$ cat config.mk
export PLATFORM = sky130hd
export DESIGN_NAME = dat_rx_phys_flat
export DESIGN_NICKNAME = d
export VERILOG_FILES = /design/src/rtl/dat_rx_phys_pkg.sv /design/src/rtl/dat_rx_phys_if.sv /design/src/rtl/dat_rx_phys_crc16_lane.sv /design/src/rtl/dat_rx_phys.sv /design/src/flat_wrapper.sv
export SDC_FILE = /design/constraint.sdc
export NUM_CORES = 1
export LEC_CHECK = 0
export ABC_AREA = 1
export CAP_MARGIN = 30
export CORE_MARGIN = 3
export CORE_UTILIZATION = 63
export DETAILED_ROUTE_END_ITERATION = 8
export HOLD_SLACK_MARGIN = 0.12
export PLACE_DENSITY = 0.86
export SKIP_LAST_GASP = 1
export SLEW_MARGIN = 20
export SYNTH_ARGS = -nofsm -noshare
export SYNTH_HDL_FRONTEND = slang
export SYNTH_HIERARCHICAL = 1
export SYNTH_SLANG_ARGS = --single-unit
$ cat constraint.sdc
create_clock -name sd_clk -period 2.86 [get_ports sd_clk]
set_input_delay 0.429 -clock sd_clk [delete_from_list [all_inputs] [get_ports sd_clk]]
set_output_delay 0.429 -clock sd_clk [all_outputs]
set_load 0.05 [all_outputs]
$ cat src/rtl/dat_rx_phys_pkg.sv
// Shared constants, state encoding and CRC16 step function for the SD DAT receive path.
package dat_rx_phys_pkg;

   localparam int unsigned FIFO_WIDTH      = 32;
   localparam int unsigned BLOCK_SZ_WIDTH  = 12;
   localparam int unsigned BLOCK_CNT_WIDTH = 16;
   localparam int unsigned NIB_PER_WORD    = FIFO_WIDTH / 4;
   localparam int unsigned NIB_IDX_WIDTH   = $clog2(NIB_PER_WORD);
   localparam logic [15:0] CRC16_POLY      = 16'h1021;

   typedef enum logic [4:0] {
      StIdle      = 5'b00001,
      StWaitStart = 5'b00010,
      StData      = 5'b00100,
      StCrc       = 5'b01000,
      StEnd       = 5'b10000
   } rx_state_e;

   function automatic logic [15:0] crc16_step(input logic [15:0] crc, input logic din);
      return {crc[14:0], 1'b0} ^ ((crc[15] ^ din) ? CRC16_POLY : 16'h0000);
   endfunction

endpackage

$ cat src/rtl/dat_rx_phys_if.sv
// DAT receive bus: card data and transfer setup in, Rx FIFO write and status out.
interface dat_rx_phys_if;
   import dat_rx_phys_pkg::*;

   logic [3:0]                 DAT_din;
   logic [BLOCK_SZ_WIDTH-1:0]  block_sz;
   logic [BLOCK_CNT_WIDTH-1:0] block_cnt;
   logic                       read_flag;
   logic                       rx_buf_full;
   logic                       rx_buf_wr_enb;
   logic [FIFO_WIDTH-1:0]      rx_buf_din_out;
   logic                       dat_rx_busy;
   logic                       tf_finished;
   logic                       crc_err;
   logic                       timeout_err;
   logic                       overrun_err;

   modport master (
      input  DAT_din, block_sz, block_cnt, read_flag, rx_buf_full,
      output rx_buf_wr_enb, rx_buf_din_out, dat_rx_busy, tf_finished, crc_err, timeout_err,
             overrun_err
   );

   modport slave (
      output DAT_din, block_sz, block_cnt, read_flag, rx_buf_full,
      input  rx_buf_wr_enb, rx_buf_din_out, dat_rx_busy, tf_finished, crc_err, timeout_err,
             overrun_err
   );

endinterface

$ cat src/rtl/dat_rx_phys_crc16_lane.sv
// Serial CRC16 (x^16+x^12+x^5+1, init 0) for one DAT lane; clr has priority over en.
module dat_rx_phys_crc16_lane
   import dat_rx_phys_pkg::*;
(
   input  logic        clk_i,
   input  logic        rst_ni,
   input  logic        clr_i,
   input  logic        en_i,
   input  logic        din_i,
   output logic [15:0] crc_o
);

   logic [15:0] crc_d, crc_q;

   always_comb begin
      crc_d = crc_q;
      if (clr_i) begin
         crc_d = '0;
      end else if (en_i) begin
         crc_d = crc16_step(crc_q, din_i);
      end
   end

   always_ff @(posedge clk_i) begin
      if (!rst_ni) begin
         crc_q <= '0;
      end else begin
         crc_q <= crc_d;
      end
   end

   assign crc_o = crc_q;

endmodule

$ cat src/rtl/dat_rx_phys.sv
// SD DAT-line receiver: start-bit detect, nibble packing into FIFO words, per-lane CRC16 and
// end-bit checks over block_cnt blocks, with completion and sticky error reporting.
module dat_rx_phys
   import dat_rx_phys_pkg::*;
#(
   parameter int unsigned TIMEOUT = 1024
) (
   input logic           sd_clk,
   input logic           rst_L,
   dat_rx_phys_if.master bus
);

   localparam int unsigned TMO_WIDTH = $clog2(TIMEOUT + 1);

   rx_state_e                  state_q, state_d;
   logic [BLOCK_SZ_WIDTH-1:0]  bsz_q, bsz_d;
   logic [BLOCK_CNT_WIDTH-1:0] blk_rem_q, blk_rem_d;
   logic [BLOCK_SZ_WIDTH:0]    nib_cnt_q, nib_cnt_d;
   logic [NIB_IDX_WIDTH-1:0]   wnib_q, wnib_d;
   logic [3:0]                 crc_cnt_q, crc_cnt_d;
   logic [TMO_WIDTH-1:0]       tmo_q, tmo_d;
   logic [FIFO_WIDTH-1:0]      word_q, word_d;
   logic wr_q, wr_d, tf_q, tf_d;
   logic crc_err_q, crc_err_d, tmo_err_q, tmo_err_d, ovr_q, ovr_d;
   logic crc_clr, crc_en, lane_mismatch, nib_last, word_last;
   logic [15:0] lane_crc [4];

   for (genvar i = 0; i < 4; i++) begin : g_lane
      dat_rx_phys_crc16_lane u_lane (
         .clk_i  (sd_clk),
         .rst_ni (rst_L),
         .clr_i  (crc_clr),
         .en_i   (crc_en),
         .din_i  (bus.DAT_din[i]),
         .crc_o  (lane_crc[i])
      );
   end

   assign nib_last  = ((nib_cnt_q + 1'b1) == {bsz_q, 1'b0});
   assign word_last = (wnib_q == NIB_IDX_WIDTH'(NIB_PER_WORD - 1));

   // CRC is sent MSB-first, so cycle k of the CRC phase carries bit 15-k of each lane.
   always_comb begin
      lane_mismatch = 1'b0;
      for (int i = 0; i < 4; i++) begin
         if (bus.DAT_din[i] != lane_crc[i][~crc_cnt_q]) begin
            lane_mismatch = 1'b1;
         end
      end
   end

   always_comb begin
      state_d   = state_q;
      bsz_d     = bsz_q;
      blk_rem_d = blk_rem_q;
      nib_cnt_d = nib_cnt_q;
      wnib_d    = wnib_q;
      crc_cnt_d = crc_cnt_q;
      tmo_d     = tmo_q;
      word_d    = word_q;
      wr_d      = 1'b0;
      tf_d      = 1'b0;
      crc_err_d = crc_err_q;
      tmo_err_d = tmo_err_q;
      ovr_d     = ovr_q;
      crc_clr   = 1'b0;
      crc_en    = 1'b0;
      unique case (state_q)
         StIdle: begin
            if (bus.read_flag) begin
               bsz_d     = bus.block_sz;
               blk_rem_d = bus.block_cnt;
               crc_err_d = 1'b0;
               tmo_err_d = 1'b0;
               ovr_d     = 1'b0;
               crc_clr   = 1'b1;
               tmo_d     = '0;
               if (bus.block_sz == '0 || bus.block_cnt == '0) begin
                  tf_d = 1'b1;
               end else begin
                  state_d = StWaitStart;
               end
            end
         end
         StWaitStart: begin
            if (bus.DAT_din == 4'b0000) begin
               state_d   = StData;
               nib_cnt_d = '0;
               wnib_d    = '0;
            end else if (tmo_q == TMO_WIDTH'(TIMEOUT - 1)) begin
               tmo_err_d = 1'b1;
               tf_d      = 1'b1;
               state_d   = StIdle;
            end else begin
               tmo_d = tmo_q + 1'b1;
            end
         end
         StData: begin
            crc_en = 1'b1;
            // First nibble of a word clears the rest, so a short final word is zero-padded.
            word_d = ((wnib_q == '0) ? '0 : word_q)
                   | ({bus.DAT_din, {(FIFO_WIDTH - 4){1'b0}}} >> {wnib_q, 2'b00});
            nib_cnt_d = nib_cnt_q + 1'b1;
            wnib_d    = word_last ? '0 : wnib_q + 1'b1;
            if (word_last || nib_last) begin
               if (bus.rx_buf_full) begin
                  ovr_d = 1'b1;
               end else begin
                  wr_d = 1'b1;
               end
            end
            if (nib_last) begin
               state_d   = StCrc;
               crc_cnt_d = '0;
            end
         end
         StCrc: begin
            if (lane_mismatch) begin
               crc_err_d = 1'b1;
            end
            crc_cnt_d = crc_cnt_q + 1'b1;
            if (crc_cnt_q == 4'd15) begin
               state_d = StEnd;
            end
         end
         StEnd: begin
            if (bus.DAT_din != 4'b1111) begin
               crc_err_d = 1'b1;
            end
            crc_clr   = 1'b1;
            tmo_d     = '0;
            blk_rem_d = blk_rem_q - 1'b1;
            if (blk_rem_q == BLOCK_CNT_WIDTH'(1)) begin
               state_d = StIdle;
               tf_d    = 1'b1;
            end else begin
               state_d = StWaitStart;
            end
         end
         default: state_d = StIdle;
      endcase
   end

   always_ff @(posedge sd_clk) begin
      if (!rst_L) begin
         state_q   <= StIdle;
         bsz_q     <= '0;
         blk_rem_q <= '0;
         nib_cnt_q <= '0;
         wnib_q    <= '0;
         crc_cnt_q <= '0;
         tmo_q     <= '0;
         word_q    <= '0;
         wr_q      <= 1'b0;
         tf_q      <= 1'b0;
         crc_err_q <= 1'b0;
         tmo_err_q <= 1'b0;
         ovr_q     <= 1'b0;
      end else begin
         state_q   <= state_d;
         bsz_q     <= bsz_d;
         blk_rem_q <= blk_rem_d;
         nib_cnt_q <= nib_cnt_d;
         wnib_q    <= wnib_d;
         crc_cnt_q <= crc_cnt_d;
         tmo_q     <= tmo_d;
         word_q    <= word_d;
         wr_q      <= wr_d;
         tf_q      <= tf_d;
         crc_err_q <= crc_err_d;
         tmo_err_q <= tmo_err_d;
         ovr_q     <= ovr_d;
      end
   end

   assign bus.rx_buf_wr_enb  = wr_q;
   assign bus.rx_buf_din_out = word_q;
   assign bus.dat_rx_busy    = (state_q != StIdle);
   assign bus.tf_finished    = tf_q;
   assign bus.crc_err        = crc_err_q;
   assign bus.timeout_err    = tmo_err_q;
   assign bus.overrun_err    = ovr_q;

endmodule
$ cat src/flat_wrapper.sv
// flat-port wrapper written by rule: the top's interface ports become plain ports
module dat_rx_phys_flat import dat_rx_phys_pkg::*;
#(
   parameter int unsigned TIMEOUT = 1024
)
  (sd_clk, rst_L, bus_DAT_din, bus_block_sz, bus_block_cnt, bus_read_flag, bus_rx_buf_full, bus_rx_buf_wr_enb, bus_rx_buf_din_out, bus_dat_rx_busy, bus_tf_finished, bus_crc_err, bus_timeout_err, bus_overrun_err);
  dat_rx_phys_if bus_i ();
  input logic sd_clk;
  input logic rst_L;
  input wire logic [$bits(bus_i.DAT_din)-1:0] bus_DAT_din;
  input wire logic [$bits(bus_i.block_sz)-1:0] bus_block_sz;
  input wire logic [$bits(bus_i.block_cnt)-1:0] bus_block_cnt;
  input wire logic [$bits(bus_i.read_flag)-1:0] bus_read_flag;
  input wire logic [$bits(bus_i.rx_buf_full)-1:0] bus_rx_buf_full;
  output wire logic [$bits(bus_i.rx_buf_wr_enb)-1:0] bus_rx_buf_wr_enb;
  output wire logic [$bits(bus_i.rx_buf_din_out)-1:0] bus_rx_buf_din_out;
  output wire logic [$bits(bus_i.dat_rx_busy)-1:0] bus_dat_rx_busy;
  output wire logic [$bits(bus_i.tf_finished)-1:0] bus_tf_finished;
  output wire logic [$bits(bus_i.crc_err)-1:0] bus_crc_err;
  output wire logic [$bits(bus_i.timeout_err)-1:0] bus_timeout_err;
  output wire logic [$bits(bus_i.overrun_err)-1:0] bus_overrun_err;
  assign bus_i.DAT_din = bus_DAT_din;
  assign bus_i.block_sz = bus_block_sz;
  assign bus_i.block_cnt = bus_block_cnt;
  assign bus_i.read_flag = bus_read_flag;
  assign bus_i.rx_buf_full = bus_rx_buf_full;
  assign bus_rx_buf_wr_enb = bus_i.rx_buf_wr_enb;
  assign bus_rx_buf_din_out = bus_i.rx_buf_din_out;
  assign bus_dat_rx_busy = bus_i.dat_rx_busy;
  assign bus_tf_finished = bus_i.tf_finished;
  assign bus_crc_err = bus_i.crc_err;
  assign bus_timeout_err = bus_i.timeout_err;
  assign bus_overrun_err = bus_i.overrun_err;
  dat_rx_phys #(.TIMEOUT(TIMEOUT)) u_core (.sd_clk(sd_clk), .rst_L(rst_L), .bus(bus_i));
endmodule
After elaboration in Yosys (flattened, before gate mapping). Index checks and enable logic that the tools add are counted.

Add/subtract/negate cells: 5. Magnitude comparators: 1. Eq/ne operators: 29. Shifts and indexed selects: 1. Mux-type cells: 58. Bitwise logic cells: 11. Reduce and logical (&&, ||, !) cells: 24.

Operators by type and width (count): 13-bit 2-to-1 mux (5); 16-bit by 13-bit bitwise XOR with 16-bit output (4); 11-bit 2-to-1 mux (3); 11-bit one-hot mux with 3 select lines (1); 32-bit 2-to-1 mux (1); 32-bit bitwise OR (1); 16-bit one-hot mux with 2 select lines (1); 32-bit by 5-bit right shift with 32-bit output (1); 5-bit 2-to-1 mux (6); 13-bit one-hot mux with 2 select lines (1); 5-bit one-hot mux with 5 select lines (1); 1-bit 2-to-1 mux (23); 1-bit binary-select mux with 4-bit select (4); 16-bit by 1-bit equality test with 1-bit output (second input constant) (1); 16-bit logical NOT (1); 16-bit 2-to-1 mux (1); 4-bit AND reduction (4); 16-bit by 1-bit subtractor with 16-bit output (second input constant) (1); 2-bit by 1-bit inequality test with 1-bit output (second input constant) (7); 13-bit by 1-bit adder with 13-bit output (second input constant) (1); 13-bit equality test (1); 12-bit logical NOT (1); 11-bit by 1-bit adder with 11-bit output (second input constant) (1); 11-bit by 10-bit equality test with 1-bit output (second input constant) (1); other kinds (34) (57).

Register bits after elaboration: 165. Bits of input ports: 36. Output and inout bits: 38. Logic and storage cells: 146.

Depth between registers and ports, before layout. Gate-level depths: netlist (run 1).

Word-level depth: 10. Gate-level depth with buffers: 14. Mapped depth without buffers: 14.

Modules after synthesis. The synthesis (run 1) kept the hierarchy.

Modules (own cells, without submodules): dat_rx_phys (times used 1, cells an instance 937, area each 5969.5 µm², sequential area each 2021.9 µm²); dat_rx_phys_crc16_lane (times used 4, cells an instance 86, area each 740.7 µm², sequential area each 320.3 µm²).

Worst setup path before layout (run 1). OpenSTA, ideal clock, no wires.

Path type: register -> register. From: reg u_core.state_q[3]. To: reg u_core.tmo_q[5]. Library setup time: 0.122 ns. Data arrival time: 1.824 ns. Slack: 0.913 ns. Cell stages (with the launch flop): 11. Buffers on the path: 1. Clock period less this slack: 1.947 ns. Cell sequence: dfxtp_1 > inv_1 > nand2_2 > nor4_4 > inv_1 > or2_4 > nand3_2 > buf_6 > nor3_2 > o21ai_0 > nor2_1.

Word-level cells in the longest chain between the ends: 3.

Ends and longest elaborated chain: from (decl) (line dat_rx_phys.sv:15) `rx_state_e state_q, state_d;`; from (signal assigned) (line dat_rx_phys.sv:146) `state_q <= StIdle;`; from (signal assigned) (line dat_rx_phys.sv:160) `state_q <= state_d;`; 5-bit by 2-bit equality test with 1-bit output, or another cell as far along (line dat_rx_phys.sv:68) `unique case (state_q)`; 2-bit inequality test (no source line) / 3-bit nonzero test (equally long branches); 4-bit AND reduction (no source line); to (signal assigned) (line dat_rx_phys.sv:166) `tmo_q <= tmo_d;`; to (decl) (line dat_rx_phys.sv:21) `logic [TMO_WIDTH-1:0] tmo_q, tmo_d;`.

Several ways; a longest one is shown, not always the timed one. A chain may end at the register's enable or synchronous reset.

Final worst setup path (run 1).
From: reg u_core.state_q[3]. To: out bus_dat_rx_busy.

Word-level cells in the longest chain between the ends: 1.

Ends and longest elaborated chain: 5-bit by 1-bit inequality test with 1-bit output (line dat_rx_phys.sv:178) `assign bus.dat_rx_busy = (state_q != StIdle);`; to (decl) (line flat_wrapper.sv:17) `output wire logic [$bits(bus_i.dat_rx_busy)-1:0] bus_dat_rx_busy;`.

Every way passes these cells.

==> impl_metrics.env, run 1 <==
export IMPL_clock_path_buffers=2
export IMPL_yosys_area_share_simple_pct=33.5
export IMPL_start_util_pct=65.9
export IMPL_drive_above_1_share_pct=14.1
export IMPL_cap_violations=0
export IMPL_rrSetupSlack_ps=420
export IMPL_period_needed_ps=2670
export IMPL_path_clk_slew_ps=60
export IMPL_setup_tns_ps=0
export IMPL_rows=42
export IMPL_cts_tree="yes"
export IMPL_postCtsHoldBufs=0
export IMPL_dp_hpwl_um=15000
export IMPL_ys_seq_area_share_pct=37.0
export IMPL_setup_ws_ps=185
export IMPL_syn2layout_area_growth_pct=14.7
export IMPL_place_gp_congestion=0.912
export IMPL_diodes=0
export IMPL_power_density_mw_per_mm2=591
export IMPL_port_buffers=73
export IMPL_cts_root_buf="clkbuf_16"
export IMPL_clock_latency_ps=430
export IMPL_place_ws_ps=251
export IMPL_cp_arrival_ps=2250
export IMPL_die_area_mm2=0.0156
export IMPL_viasPerCell=5.62
export IMPL_slew_viol_final=0
export IMPL_die_y_um=125
export IMPL_path_cells="inv_1 > nand2_2 > nor4_4 > inv_1 > clkdlybuf4s50_1"
export IMPL_crit_path_start_kind="register"
export IMPL_end_kind="output pin"
export IMPL_vdd_drop_max_v=0.000555
export IMPL_synthCells=1281
export IMPL_max_freq_mhz=374
export IMPL_p_leak_uw=0.00366
export IMPL_final_cell_mix="nand2_1, dfxtp_1, inv_1"
export IMPL_yosys_warnings=6
export IMPL_dr_pass1_iters=5
export IMPL_worst_slew_pin_slew_ps=581
export IMPL_synth_compound_area_share_pct=17.2
export IMPL_post_cts_buffers=0
export IMPL_rsz0062_at_grt="false"
export IMPL_synth_fa_ha_area_share_pct=1.12
export IMPL_ys_flop_type="dfxtp_1"
export IMPL_grtUsageTotal_pct=27.6
export IMPL_status="completed"
export IMPL_ant_nets=0
export IMPL_grt_overflow=0
export IMPL_slowest_stage="clkdlybuf4s50_1"
export IMPL_wl_per_cell_um=14.4
export IMPL_nNetsFinal=1384
export IMPL_fin_skew_ps=7.37
export IMPL_layout_commonest_cell="nand2_1"
export IMPL_synthMuxAreaShare_pct=0
export IMPL_h_tree_depth=4
export IMPL_antenna_found_initial=0
export IMPL_hold_violations=0
export IMPL_cpLargestDelayFamily="buffers and inverters"
export IMPL_cts_buffers=17
export IMPL_synth_distinct_cells=46
export IMPL_grt_pass1_wl_um=36100
export IMPL_crit_buf_inv=3
export IMPL_crit_type="register to output pin"
export IMPL_ys_seq_elements=165
export IMPL_synth_top_family_by_area="simple AND/OR/NAND/NOR gates"
export IMPL_die_w_um=125
export IMPL_first_iter_violations=738
export IMPL_wirelength_um=21900
export IMPL_io_pins=74
export IMPL_core_area_mm2=0.0136
export IMPL_fin_util_pct=75.5
export IMPL_setup_violations=0
export IMPL_critical_path_peak_fanout=5
export IMPL_synth_edf_count=0
export IMPL_cts_repair_resized=0
export IMPL_postSynth_asyncResetShare_pct=0
export IMPL_hold_path_class="register to register"
export IMPL_synth_nets=1325
export IMPL_drt_drc_violations_left=0
export IMPL_via_count=8582
export IMPL_grt_pass1_vias=7866
export IMPL_synthesis_area_mm2=0.00893
export IMPL_syn_avg_cell_area_um2=6.97
export IMPL_cpPeakStageDelay_ps=730
export IMPL_cp_data_required_time_ps=2430
export IMPL_clock_sinks=165
export IMPL_post_route_period_util_pct=93.5
export IMPL_grt_max_degree=60
export IMPL_relSlewSlack_pct=61.0
export IMPL_synth_xor_area_share_pct=0.294
export IMPL_crit_top_cell="inv_1"
==> tightest hold or removal path: cells and delay by family (launching register included) <==
kind                   cells  cell delay (ps)
flip-flops                 1              300
buffers and inverters      1               50
AO/OA/AOI/OAI              1               50
==> synthesized netlist by cell type (5+ instances only) <==
cell type,number,area share (%)
nand4_1,22,1.5
nor3_1,14,0.78
inv_2,14,0.59
nand2_2,50,3.5
nand2_1,332,14
nand3_1,77,4.3
dfxtp_1,165,37
buf_6,13,1.6
o21ai_0,43,2.4
a31oi_1,8,0.56
a22oi_1,8,0.67
clkbuf_1,22,0.92
nand3_2,5,0.56
nor2_4,12,1.5
a21oi_2,48,4.7
nor2_1,115,4.8
ha_1,8,1.1
o21ai_1,10,0.56
o211ai_1,17,1.4
nor4_1,6,0.42
a21oi_1,104,5.8
inv_1,135,5.7
buf_2,8,0.45
==> flip-flops by register name, summed over array words and instances, names as in the netlist, 3 cells and up <==
| name | flops |
|---|---|
| u_core/nib_cnt_q | 13 |
| u_core/crc_cnt_q | 4 |
| u_core/blk_rem_q | 16 |
| u_core/state_q | 5 |
| u_core/g_lane.u_lane/crc_o | 64 |
| u_core/bus.rx_buf_din_out | 32 |
| u_core/tmo_q | 11 |
| u_core/wnib_q | 3 |
| u_core/bsz_q | 12 |
==> final timing paths <==
kind                                startpoint                      endpoint  depth (start not counted)
setup / recovery             u_core/state_q[3]               bus_dat_rx_busy                          5
hold / removal    u_core/bus.rx_buf_din_out[9]  u_core/bus.rx_buf_din_out[9]                          2
setup reg to reg             u_core/state_q[3]           u_core/blk_rem_q[5]                          9
hold reg to reg   u_core/bus.rx_buf_din_out[9]  u_core/bus.rx_buf_din_out[9]                          2
==> layer usage <==
metal	GRT usage (%)	vias up	share of wire [%]
met4	8.61	0	1.6
met2	47.0	301	49
met1	34.6	3964	42
met3	6.57	34	6.9
li1	-	4283	-
met5	0	-	0
==> stage by stage <==
step / cell area [um2] / std cells / hold slack [ps] / power (uW)
5_1_grt: 10200 / 1527 / 467 / 6340
2_1_floorplan: 8930 / 1281 / 444 / 3550
4_1_cts: 10200 / 1527 / 454 / 6050
3_5_place_dp: 9670 / 1497 / 444 / 3840
3_3_place_gp: 9670 / 1497 / 438 / 3820
6_report: 10200 / 1527 / 453 / 6050
==> cells by family (layout without fill, tap and decap cells) <==
family / Yosys count / after routing
xor+xnor: 3 / 3
buf+inv: 204 / 274
simple gates: 653 / 653
compound gates: 248 / 248
flops: 165 / 165
fa+ha+maj: 8 / 8
==> layout make-up <==
| cell class | instances | area (um2) |
|---|---|---|
| flip-flops and latches | 165 | 3300 |
| multi-input cells | 912 | 4660 |
| fillers | 1091 | 3320 |
| clock inverters | 3 | 40.0 |
| well taps | 176 | 220 |
| clock buffers | 27 | 533 |
| inverters | 155 | 612 |
| repair buffers | 89 | 876 |
==> report_power, final <==
part / leakage (uW) / internal, uW / switching [uW]
logic: 0.00204 / 405 / 913
clock network: 0.000285 / 1350 / 870
registers: 0.00133 / 2420 / 94.7
total: 0.00366 / 4180 / 1880
No activity file was read; power rests on OpenSTA's default activity.
==> run 2: changes to the inputs <==
--- a/config.mk
+++ b/config.mk
@@ -6,12 +6,14 @@
 export NUM_CORES = 1
 export LEC_CHECK = 0
 export ABC_AREA = 1
-export CAP_MARGIN = 30
+export CELL_PAD_IN_SITES_DETAIL_PLACEMENT = 1
+export CELL_PAD_IN_SITES_GLOBAL_PLACEMENT = 2
 export CORE_MARGIN = 3
-export CORE_UTILIZATION = 63
+export CORE_UTILIZATION = 36
 export DETAILED_ROUTE_END_ITERATION = 8
 export HOLD_SLACK_MARGIN = 0.12
-export PLACE_DENSITY = 0.86
+export PLACE_DENSITY_LB_ADDON = 0.1
+export SETUP_SLACK_MARGIN = 0.2
 export SKIP_LAST_GASP = 1
 export SLEW_MARGIN = 20
 export SYNTH_ARGS = -nofsm -noshare
==> run 2 against run 1 <==
Register-to-register slack gained 150 ps. Largest cell class unchanged. Combinational power is 3% higher. Clock skew rose by 7.4 ps. Wire length rose by 22%. Sequential power hardly changed. Global-route usage decreased by 7.1 points. Critical endpoint is now u_core/crc_cnt_q[0]. Critical path type is now register to register. Clock power grew 6%.
==> impl_metrics.env, run 2 (synthesized netlist as in run 1, its figures left out) <==
export IMPL_drt_drc_violations_left=0
export IMPL_port_buffers=73
export IMPL_h_tree_depth=4
export IMPL_internal_power_uw=4150
export IMPL_final_cell_mix="nand2_1, dfxtp_1, inv_1"
export IMPL_fin_skew_ps=14.7
export IMPL_cts_buffers=17
export IMPL_grt_max_degree=60
export IMPL_place_gp_congestion=0.760
export IMPL_setup_tns_ps=0
export IMPL_period_needed_ps=2290
export IMPL_rrSetupSlack_ps=570
export IMPL_switchingPower_uw=2080
export IMPL_holdWs_ps=451
export IMPL_first_iter_violations=338
export IMPL_viasPerCell=4.99
export IMPL_fin_util_pct=43.1
export IMPL_rr_endpoint="u_core/crc_cnt_q[0]"
export IMPL_status="completed"
export IMPL_ant_nets=0
export IMPL_syn2layout_area_growth_pct=17.2
export IMPL_clkPwrFrac_pct=37.8
export IMPL_max_freq_mhz=437
export IMPL_grt_pass1_vias=8475
export IMPL_clock_path_buffers=2
export IMPL_p_leak_uw=0.00367
export IMPL_place_area_mm2=0.00988
export IMPL_cp_arrival_ps=2590
export IMPL_crit_path_start_kind="register"
export IMPL_diodes=0
export IMPL_die_w_um=164
export IMPL_pwr_share_seq_pct=40.4
export IMPL_wl_per_cell_um=16.0
export IMPL_power_density_mw_per_mm2=595
export IMPL_relSlewSlack_pct=57.8
export IMPL_reg2reg_from="u_core/nib_cnt_q[0]"
export IMPL_grt_overflow=0
export IMPL_die_area_mm2=0.0267
export IMPL_antenna_found_initial=0
export IMPL_end_kind="register"
export IMPL_setup_violations=0
export IMPL_post_route_period_util_pct=80.0
export IMPL_crit_type="register to register"
export IMPL_dp_hpwl_um=19200
export IMPL_path_clk_slew_ps=60
export IMPL_stdcell_area_mm2=0.0105
export IMPL_rows=57
export IMPL_hold_violations=0
export IMPL_cp_endpoint="u_core/crc_cnt_q[0]"
export IMPL_worstSetupStartpoint="u_core/nib_cnt_q[0]"
export IMPL_io_pins=74
export IMPL_cap_violations=0
export IMPL_cts_tree="yes"
export IMPL_clock_sinks=165
export IMPL_hold_path_class="register to register"
export IMPL_layout_commonest_cell="nand2_1"
export IMPL_cp_data_required_time_ps=3160
export IMPL_largest_reg_flops=64
export IMPL_rr_worst_depth=14
export IMPL_cts_root_buf="clkbuf_16"
export IMPL_nNetsFinal=1387
export IMPL_grt_pass1_wl_um=44100
export IMPL_rsz0062_at_grt="false"
export IMPL_core_area_mm2=0.0243
export IMPL_grtUsageTotal_pct=20.5
export IMPL_comb_power_share_pct=21.8
export IMPL_power_share_switching_pct=33.4
export IMPL_vdd_drop_max_v=0.000460
export IMPL_critical_path_peak_fanout=4
export IMPL_slew_viol_final=0
export IMPL_via_count=8377
export IMPL_clock_latency_ps=430
export IMPL_wirelength_um=26800
export IMPL_worst_slew_pin_slew_ps=632
export IMPL_drive_above_1_share_pct=14.6
export IMPL_dr_pass1_iters=4
export IMPL_die_y_um=164
export IMPL_start_util_pct=36.7
[run 2: worst min-delay path by stage]
stage | start | cells after the start | end | slack, ps
finish | u_core/bus.rx_buf_din_out[8] | 2 | u_core/bus.rx_buf_din_out[8] | 450
global route | u_core/bus.overrun_err | 2 | u_core/bus.overrun_err | 480
CTS | u_core/bus.rx_buf_din_out[8] | 2 | u_core/bus.rx_buf_din_out[8] | 450
detailed placement | u_core/bus.rx_buf_din_out[13] | 2 | u_core/bus.rx_buf_din_out[13] | 440
global placement | u_core/bus.rx_buf_din_out[15] | 2 | u_core/bus.rx_buf_din_out[15] | 440
floorplan | u_core/blk_rem_q[14] | 2 | u_core/blk_rem_q[14] | 440
[run 2: routing by layer]
| metal | vias up | global-route usage [%] | routed length [um] |
|---|---|---|---|
| met3 | 8 | 2.56 | 416 |
| met2 | 62 | 35.1 | 12900 |
| met1 | 4022 | 28.0 | 13300 |
| li1 | 4285 | - | - |
| met5 | - | 0 | 0 |
| met4 | 0 | 3.84 | 159 |
[run 2: power groups by stage]
stage               clock, uW  sequential, uW  combinational, uW
floorplan                   0            2590                957
global placement            0            2570               1350
detailed placement          0            2570               1370
CTS                      2430            2520               1380
global route             2520            2530               1530
finish                   2360            2520               1360
[run 2: final cells by class]
class	instances	area, um2
Clock buffer	19	443
Clock inverter	13	150
Fill cell	3138	13800
Inverter	155	612
Multi-Input combinational cell	912	4660
Sequential cell	165	3300
Tap cell	324	405
Timing Repair Buffer	92	901
[run 2: timing repair]
action / CTS / global route
hold buffers: 0 / 0
setup endpoints to repair: 0 / 1
setup buffers: 0 / 0
resized for setup: 0 / 1
[run 2: critical path, stage by stage (launching register included)]
cell	delay (ps)
dfxtp_1	390
ha_1	250
nand3_1	160
nor2_1	200
nand2_1	70
nand2_1	80
nand2_1	70
nand2_1	80
nand2_1	60
nor2_1	170
nand3_2	130
nor2_2	220
nand2_1	120
nand2_1	100
a21oi_1	70
[run 2: through the flow]
step / setup WS, ps / power (uW) / instances
after floorplan: 913 / 3550 / 1281
after CTS: 213 / 6330 / 1680
after global placement: 327 / 3920 / 1648
final: 573 / 6230 / 1680
after detailed placement: 262 / 3940 / 1648
after global routing: 347 / 6580 / 1680
==> run 3: changes to the inputs <==
--- a/config.mk
+++ b/config.mk
@@ -9,7 +9,7 @@
 export CELL_PAD_IN_SITES_DETAIL_PLACEMENT = 1
 export CELL_PAD_IN_SITES_GLOBAL_PLACEMENT = 2
 export CORE_MARGIN = 3
-export CORE_UTILIZATION = 36
+export CORE_UTILIZATION = 33
 export DETAILED_ROUTE_END_ITERATION = 8
 export HOLD_SLACK_MARGIN = 0.12
 export PLACE_DENSITY_LB_ADDON = 0.1
==> constraint.sdc (replaced) <==
create_clock -name sd_clk -period 2.2 [get_ports sd_clk]
set_input_delay 0.33 -clock sd_clk [delete_from_list [all_inputs] [get_ports sd_clk]]
set_output_delay 0.33 -clock sd_clk [all_outputs]
set_load 0.05 [all_outputs]
==> run 3 against run 2 <==
Flip-flop and latch count did not move. Design area is 7.1% higher. Die area increased by 8.7%. Worst hold slack gained 4.4 ps. Setup slack worse by 330 ps. Sequential power rose by 30%. Highest routed layer unchanged.
==> impl_metrics.env, run 3 (synthesized netlist as in run 1, its figures left out) <==
export IMPL_crit_path_start_kind="register"
export IMPL_cts_root_buf="clkbuf_16"
export IMPL_place_ws_ps=-9.21
export IMPL_power_density_mw_per_mm2=738
export IMPL_h_tree_depth=4
export IMPL_wl_per_cell_um=16.1
export IMPL_end_kind="register"
export IMPL_hold_path_class="register to register"
export IMPL_cts_tree="yes"
export IMPL_stdcell_area_mm2=0.0112
export IMPL_crit_top_cell="buf_4"
export IMPL_clock_sinks=165
export IMPL_setup_violations=0
export IMPL_wirelength_um=28000
export IMPL_antenna_found_initial=0
export IMPL_rsz0062_at_grt="true"
export IMPL_place_area_mm2=0.0102
export IMPL_setup_ws_ps=242
export IMPL_post_route_period_util_pct=89.0
export IMPL_reg2reg_from="u_core/nib_cnt_q[1]"
export IMPL_path_clk_slew_ps=70
export IMPL_viasPerCell=4.92
export IMPL_first_iter_violations=391
export IMPL_crit_type="register to register"
export IMPL_dp_hpwl_um=20100
export IMPL_relSlewSlack_pct=62.5
export IMPL_grtUsageTotal_pct=19.3
export IMPL_slowest_stage="dfxtp_2"
export IMPL_ant_nets=0
export IMPL_hold_violations=0
export IMPL_die_w_um=171
export IMPL_holdCritStartpoint="u_core/bus.rx_buf_din_out[8]"
export IMPL_slew_viol_final=0
export IMPL_rr_worst_depth=12
export IMPL_die_y_um=171
export IMPL_hold_depth=2
export IMPL_clock_latency_ps=430
export IMPL_nNetsFinal=1438
export IMPL_grt_pass1_vias=8672
export IMPL_cp_data_required_time_ps=2500
export IMPL_start_util_pct=33.9
export IMPL_cap_violations=0
export IMPL_die_area_mm2=0.0291
export IMPL_critical_path_peak_fanout=7
export IMPL_grt_pass1_wl_um=45500
export IMPL_drive_above_1_share_pct=22.0
export IMPL_via_count=8574
export IMPL_worstSetupStartpoint="u_core/nib_cnt_q[1]"
export IMPL_port_buffers=73
export IMPL_dr_pass1_iters=4
export IMPL_fin_skew_ps=12.6
export IMPL_drt_drc_violations_left=0
export IMPL_clock_path_buffers=2
export IMPL_fin_util_pct=42.5
export IMPL_rr_endpoint="u_core/nib_cnt_q[11]"
export IMPL_syn2layout_area_growth_pct=25.5
export IMPL_rows=59
export IMPL_p_leak_uw=0.00400
export IMPL_max_freq_mhz=511
export IMPL_core_area_mm2=0.0264
export IMPL_cpLargestDelayFamily="buffers and inverters"
export IMPL_cpPeakStageDelay_ps=350
export IMPL_crit_buf_inv=7
export IMPL_status="completed"
export IMPL_worst_slew_pin_slew_ps=561
export IMPL_layout_commonest_cell="nand2_1"
export IMPL_grt_overflow=0
export IMPL_place_gp_congestion=0.801
export IMPL_io_pins=74
export IMPL_setup_tns_ps=0
export IMPL_cp_arrival_ps=2260
export IMPL_cts_buffers=17
export IMPL_grt_max_degree=54
export IMPL_vdd_drop_max_v=0.000519
export IMPL_diodes=0
export IMPL_largest_reg_flops=64
export IMPL_final_cell_mix="nand2_1, dfxtp_1, inv_1"
export IMPL_rrSetupSlack_ps=240
export IMPL_holdPathEnd="u_core/bus.rx_buf_din_out[8]"
export IMPL_path_cells="buf_4 > nand2_2 > nor2_4 > nand4_1 > buf_4 > buf_4 > buf_4 > buf_4 > buf_4 > buf_4 > nand3_1 > a21oi_1"
export IMPL_period_needed_ps=1960
## run 3: metal layers
layer,GRT usage [%],up-vias,wire length (um)
met3,2.91,9,555
met2,33.3,78,13400
li1,-,4393,-
met4,3.14,0,164
met1,26.1,4094,13900
met5,0,-,0
## run 3: through the flow
step / total power [uW] / std cells / hold WS, ps
floorplan: 4620 / 1281 / 400
global placement: 5250 / 1692 / 444
detailed placement: 5270 / 1692 / 449
CTS: 8330 / 1733 / 459
global route: 8760 / 1742 / 481
finish: 8280 / 1742 / 455
## run 3: tightest hold or removal path: stages (launching register included)
cell and delay [ps]:
dfxtp_1 310, inv_1 50, a21oi_1 50
## run 3: how the worst max path moves through the flow
| stage | to | cells after the start |
|---|---|---|
| 6_report | u_core/nib_cnt_q[11] | 12 |
| 2_1_floorplan | u_core/tmo_q[5] | 10 |
| 4_1_cts | bus_overrun_err | 1 |
| 3_3_place_gp | u_core/state_q[0] | 10 |
| 3_5_place_dp | u_core/state_q[3] | 10 |
| 5_1_grt | u_core/state_q[0] | 14 |
## run 3: timing repair
action	in CTS	in global routing
hold buffers	0	0
setup endpoints to repair	10	63
gates cloned	0	1
setup buffers	9	8
pin swaps	17	16
resized for setup	37	48
## run 3: report_power, final
part           switching (uW)  internal (uW)
Sequential                134           3140
Combinational            1330            685
Clock                    1380           1610
Total                    2840           5440
## run 3: area by class of cell
class,instances,area [um2]
fill,3300,15100
multi-input combinational,912,4920
sequential,165,3330
timing repair buffer,143,1360
inverter,155,612
clock buffer,20,447
tap,335,419
clock inverter,12,118
